## src/rtl/cond_execute_unit.sv

```systemverilog
// Execute-stage control register, NZCV flags and condition gating.
// Decode controls are registered into E, then side effects are qualified by the condition check.
module cond_execute_unit #(
  parameter int         ALUCTRL_W = 4,
  parameter logic [3:0] FLAGS_RST = 4'b0000
) (
  input  logic                 clk,
  input  logic                 reset,
  input  logic                 StallE,
  input  logic                 FlushE,
  input  logic                 PCSrcD,
  input  logic                 RegWriteD,
  input  logic                 MemToRegD,
  input  logic                 MemWriteD,
  input  logic                 BranchD,
  input  logic                 ALUSrcD,
  input  logic                 NoWriteD,
  input  logic                 FlagWriteD,
  input  logic [ALUCTRL_W-1:0] ALUControlD,
  input  logic [3:0]           CondD,
  input  logic [3:0]           ALUFlagsE,
  output logic                 PCSrcE,
  output logic                 RegWriteE,
  output logic                 MemToRegE,
  output logic                 MemWriteE,
  output logic                 BranchTakenE,
  output logic                 ALUSrcE,
  output logic [ALUCTRL_W-1:0] ALUControlE,
  output logic                 CondExE,
  output logic [3:0]           FlagsE
);

  localparam logic [3:0] COND_AL = 4'b1110;

  logic                 pcsrc_r;
  logic                 regwrite_r;
  logic                 memtoreg_r;
  logic                 memwrite_r;
  logic                 branch_r;
  logic                 alusrc_r;
  logic                 nowrite_r;
  logic                 flagwrite_r;
  logic [ALUCTRL_W-1:0] alucontrol_r;
  logic [3:0]           cond_r;
  logic [3:0]           flags_r;
  logic                 cond_ex;
  logic                 flag_we;
  logic                 n, z, c, v;

  // Reset and flush both load a bubble: no side-effect bits, condition AL.
  always_ff @(posedge clk) begin
    if (reset || FlushE) begin
      pcsrc_r      <= 1'b0;
      regwrite_r   <= 1'b0;
      memtoreg_r   <= 1'b0;
      memwrite_r   <= 1'b0;
      branch_r     <= 1'b0;
      alusrc_r     <= 1'b0;
      nowrite_r    <= 1'b0;
      flagwrite_r  <= 1'b0;
      alucontrol_r <= '0;
      cond_r       <= COND_AL;
    end else if (!StallE) begin
      pcsrc_r      <= PCSrcD;
      regwrite_r   <= RegWriteD;
      memtoreg_r   <= MemToRegD;
      memwrite_r   <= MemWriteD;
      branch_r     <= BranchD;
      alusrc_r     <= ALUSrcD;
      nowrite_r    <= NoWriteD;
      flagwrite_r  <= FlagWriteD;
      alucontrol_r <= ALUControlD;
      cond_r       <= CondD;
    end
  end

  // A flush does not cancel the instruction already in E, so it may still write flags.
  assign flag_we = flagwrite_r & cond_ex & ~StallE;

  always_ff @(posedge clk) begin
    if (reset) begin
      flags_r <= FLAGS_RST;
    end else if (flag_we) begin
      flags_r <= ALUFlagsE;
    end
  end

  assign {n, z, c, v} = flags_r;

  always_comb begin
    cond_ex = 1'b0;
    case (cond_r)
      4'b0000: cond_ex = z;
      4'b0001: cond_ex = ~z;
      4'b0010: cond_ex = c;
      4'b0011: cond_ex = ~c;
      4'b0100: cond_ex = n;
      4'b0101: cond_ex = ~n;
      4'b0110: cond_ex = v;
      4'b0111: cond_ex = ~v;
      4'b1000: cond_ex = c & ~z;
      4'b1001: cond_ex = ~c | z;
      4'b1010: cond_ex = (n == v);
      4'b1011: cond_ex = (n != v);
      4'b1100: cond_ex = ~z & (n == v);
      4'b1101: cond_ex = z | (n != v);
      4'b1110: cond_ex = 1'b1;
      default: cond_ex = 1'b0;
    endcase
  end

  assign PCSrcE       = pcsrc_r & cond_ex;
  assign RegWriteE    = regwrite_r & cond_ex & ~nowrite_r;
  assign MemWriteE    = memwrite_r & cond_ex;
  assign BranchTakenE = branch_r & cond_ex;
  assign MemToRegE    = memtoreg_r;
  assign ALUSrcE      = alusrc_r;
  assign ALUControlE  = alucontrol_r;
  assign CondExE      = cond_ex;
  assign FlagsE       = flags_r;

endmodule

```

## config.mk

```make
export PLATFORM = sky130hd
export DESIGN_NAME = cond_execute_unit
export DESIGN_NICKNAME = d
export VERILOG_FILES = /design/src/rtl/cond_execute_unit.sv
export SDC_FILE = /design/constraint.sdc
export NUM_CORES = 1
export LEC_CHECK = 0
export ABC_CLOCK_PERIOD_IN_PS = 2700
export BUFFER_PORTS_ARGS = -buffer_cell sky130_fd_sc_hd__buf_2
export CORE_MARGIN = 8
export CORE_UTILIZATION = 45
export CTS_CLUSTER_DIAMETER = 50
export CTS_CLUSTER_SIZE = 40
export DETAILED_ROUTE_END_ITERATION = 10
export GPL_ROUTABILITY_DRIVEN = 0
export PLACE_DENSITY = 0.74
export REMOVE_ABC_BUFFERS = 1
export SKIP_LAST_GASP = 1
export SLEW_MARGIN = 20
export SYNTH_ARGS = -nofsm -noshare
export SYNTH_HDL_FRONTEND = slang
export SYNTH_SLANG_ARGS = --single-unit
export TNS_END_PERCENT = 20
```

## constraint.sdc

```tcl
create_clock -name clk -period 2.7 [get_ports clk]
set_clock_uncertainty 0.2 [all_clocks]
set_input_delay 0.135 -clock clk [delete_from_list [all_inputs] [get_ports clk]]
set_output_delay 0.135 -clock clk [all_outputs]
set_load 0.01 [all_outputs]
```

* Yosys cells after proc, flatten, opt, wreduce, memory -nomap -nowiden
Index checks and enable logic that the tools add are counted.
** Operators by class
- Equal/unequal tests :: 16
- Muxes and demuxes :: 1
- Reductions and logical operators :: 2
- Bitwise operators :: 17
** Operator list (number)
- $eq 4x4->1 const B :: 7
- $eq 4x3->1 const B :: 4
- $pmux 1 s15 :: 1
- $and 1x1->1 :: 9
- $eq 4x2->1 const B :: 2
- $not 1->1 :: 6
- $eq 4x1->1 const B :: 1
- $logic_not 4->1 :: 1
- $or 1x1->1 :: 2
- $eq 1x1->1 :: 1
- $logic_or 1x1->1 :: 1
- $ne 1x1->1 :: 1
** Word-level totals
- Logic and storage cells :: 47
- Output and inout bits :: 15
- Register bits :: 20
- Input port bits :: 24

* Logic depth before layout (Yosys ltp)
- Word-level depth :: 5
- Gate-level depth with buffers :: 6
- Mapped depth without buffers :: 5

* Least setup slack after synthesis
OpenSTA, ideal clock, no wires.
- Kind :: reg-to-output
- Start point :: reg flags_r[2], in the netlist FlagsE[2]
- End point :: out RegWriteE
- Data required time :: 2365 ps
- Path slack :: 901 ps
- Buffers on the path :: 0
- Data arrival time :: 1464 ps
- Cell stages (with the launch flop) :: 6
- Path through :: dfxtp_1 > and3b_1 > a32o_1 > o221ai_2 > nand2_1 > and3b_1
** On the way
- Cells in the longest elaborated chain, start to end :: 5
- Elaborated cells on any way between the ends :: 8
- Those cells by class :: mux: 1; bitwise: 7
** Ends and longest elaborated chain
- start, declared :: RTL line 45 : logic [3:0] flags_r;
- start signal, assigned :: RTL line 84 : flags_r <= ALUFlagsE;
- $not 1->1 :: RTL line 94, 101, 105
- $and 1x1->1, on equally long branches :: RTL line 105, 101
- $pmux 1 s15 * :: RTL line 92 : case (cond_r)
- named net CondExE :: RTL line 29 : output logic CondExE,
- $and 1x1->1 * (2 in series) :: RTL line 113 : assign RegWriteE = regwrite_r & cond_ex & ~nowrite_r;
- end, declared :: RTL line 23 : output logic RegWriteE,
Mark *: on every way through the listed nets, which the timed path passes. The rest lies on a longest branch.

* Worst setup path in the final report
- Start point :: reg cond_r[1]
- End point :: reg flags_r[3], in the netlist FlagsE[3]
** On the way
- Cells in the longest elaborated chain, start to end :: 4
- Elaborated cells on any way between the ends :: 18
- Those cells by class :: eq/ne: 14; mux: 1; bitwise: 2; reduce/logical: 1
** Ends and longest elaborated chain
- start, declared :: RTL line 44 : logic [3:0] cond_r;
- start signal, assigned :: RTL line 73 : cond_r <= CondD;
- $eq 4x4->1 (tied with other cells) :: RTL line 92
- $pmux 1 s15 * :: RTL line 92
- $and 1x1->1 * (2 in series) :: RTL line 78 : assign flag_we = flagwrite_r & cond_ex & ~StallE;
Mark *: on every way between the ends. The rest lies on a longest branch, timed or not.
A chain may end at the register's enable or synchronous reset.

==> impl_metrics.ini <==
[job]
max_cap_violations = 0

[yosys]
synthesis.instances = 99
synth_flop_cell = dfxtp_1
synth-async-reset-ratio_pct = 0
synth_compound_area_share_pct = 11.15
synth-edff-count = 0
ys_ff_latch = 20
yosysSeqAreaShare_pct = 40.56
synth-xor-area-share_pct = 0.8872
yosys_warnings = 0
synth_top_family_by_area = multiplexers
synthesis.area_um2 = 987.2
synth-simple-area-share_pct = 20.91
synthAdderAreaFrac_pct = 0
avgSynthCellArea_um2 = 9.972
synthMuxAreaShare_pct = 22.31
ys_types = 26

[worst_setup_path]
reg2reg_slack_ps = 80
end_kind = flip-flop
path_class = reg -> reg
worstPathMaxFanout = 10
cp-start-kind = flip-flop
startpoint = cond_r[1]
reg2reg_to = FlagsE[3]
reg2reg_depth = 6
r2r-start = cond_r[1]
worstPathArrival_ps = 2670
crit_required_ps = 2750
path_common_cell = mux2i_1
path_cells = mux2i_1 -> a221oi_1 -> o32a_2 -> a21oi_4 -> mux2i_1 -> dlygate4sd3_1
cp_slowest_cell = dfxtp_1
cp-endpoint = FlagsE[3]
critPathMaxStageDelay_ps = 560

[timing]
drv_slew = 0
tns_ps = 0
grt_setup_unrepaired = false
finalSetupViolations = 0
fin_crit_ps = 2624
fin_ws_ps = 75.99
fin_crit_sh_pct = 97.19
worstMarginPinSlew_ps = 485.0
final_hold_viol_count = 0
relSlewSlack_pct = 67.66
fmax_mhz = 381.1

[routing]
first_pass_iters = 4
vias = 944
wirelength_mm = 2.746
drc = 0
antenna_left = 0
vias_per_cell = 5.048
wl_per_cell_um = 14.68
drt_iter0_markers = 15

[cts]
clock-sinks = 20
tritoncts = yes
ctsResizeCount = 0
cts-root-buf = clkbuf_4
cts_max_level = 1
cts_buffers = 3
clock_latency_ps = 300
clk_pin_slew_ps = 110
ctsLongestPathBuffers = 2

[floorplanning]
die_y_um = 62.84
rows = 17
io_pins = 39
fp.dieArea_mm2 = 0.003948
core_area_mm2 = 0.002148
start_util_pct = 45.95
die_x_um = 62.84

[placement]
placed_area_mm2 = 0.001179
portBuffers = 38
dp_worst_setup_slack_ps = 659.8
dp_hpwl_mm = 1.761

[global_route]
overflow = 0
track_usage_pct = 14.07
grt_pass1_vias = 1026
grt_max_degree = 18
grt_pass1_wl_mm = 4.616
antenna_found_initial = 0

[worst_hold_path]
hp-start = reset
min_path_type = in -> reg

[finish]
fillers = 164
final_net_count = 184
final_common_cell = buf_2
area_growth_pct = 49.05
diodes = 0
drive_gt1_share_pct = 31.45
most-common-layout-cells = buf_2, dlygate4sd3_1, mux2i_1
design_area_mm2 = 0.001471
fin_util_pct = 68.49

[power]
ir_worst_vdd_v = 0.0004007
p_leak_uw = 0.0007019
power_density_mw_per_mm2 = 449.7

[run_status]
outcome = completed
## cells in the mapped netlist (2+ instances only)
cell | number | area (um^2)
and2_1 | 3 | 18.77
dfxtp_1 | 20 | 400.4
nand2b_1 | 9 | 56.30
nand2_1 | 5 | 18.77
and3b_1 | 2 | 17.52
buf_2 | 3 | 15.01
nor2_1 | 14 | 52.55
clkbuf_1 | 2 | 7.510
inv_1 | 2 | 7.510
a221oi_1 | 2 | 17.52
mux2i_1 | 22 | 220.2
## area by class of cell
class	instances	area, um^2	share of cell area [%]
clock inverter	1	30.03	2.041
clock buffer	3	22.52	1.531
timing repair buffer	62	430.4	29.25
multi-input combinational	71	545.5	37.07
inverter	2	7.507	0.5102
tap	28	35.03	2.381
sequential	20	400.4	27.21
## where the power goes
part | total, uW | switching, uW | internal, uW
Sequential | 313 | 8.88 | 304
Clock | 243 | 92.6 | 150
Combinational | 107 | 43.6 | 63.0
## worst max-delay path: cells and delay by family, from the launching register on
family                 cells  cell delay [ps]
AO/OA/AOI/OAI              3              750
multiplexers               2              490
flip-flops                 1              560
buffers and inverters      1              560
## metrics by stage
stage	hold slack (ps)	power, uW	std cells
finish	4.993	661.7	187
global placement	148.8	394.5	159
detailed placement	155.6	397.8	159
CTS	2.135	664.5	187
floorplan	43.97	361.7	93
global route	34.54	684.5	187
## state kept, by name (all words and copies together), names as in the netlist
signal / flops
memwrite_r: 1
flagwrite_r: 1
regwrite_r: 1
branch_r: 1
MemToRegE: 1
ALUControlE: 4
pcsrc_r: 1
cond_r: 4
nowrite_r: 1
ALUSrcE: 1
FlagsE: 4
## worst min path at each step
| stage | depth (start not counted) | slack (ps) | to |
|---|---|---|---|
| 2_1_floorplan | 2 | 40 | cond_r[1] |
| 3_3_place_gp | 3 | 150 | cond_r[3] |
| 3_5_place_dp | 3 | 160 | cond_r[3] |
| 4_1_cts | 3 | 2 | FlagsE[2] |
| 5_1_grt | 3 | 30 | FlagsE[1] |
| 6_report | 3 | 5 | FlagsE[2] |
## routing by layer
layer	part of all wire, %	global-route usage [%]
met2	54	27.43
met4	1.2	6.268
met1	41	13.85
met5	0	0
met3	3.8	2.688
## cell families after synthesis
kind of cell | after synthesis
flops | 20
mux | 22
buf+inv | 8
xor+xnor | 1
simple gates | 38
compound gates | 10
## what timing repair did
item                                   in CTS  in global routing
setup buffers                               0                  0
hold buffers                               24                  0
endpoints found under the hold margin      20                  0
No activity file was read; power rests on OpenSTA's default activity.
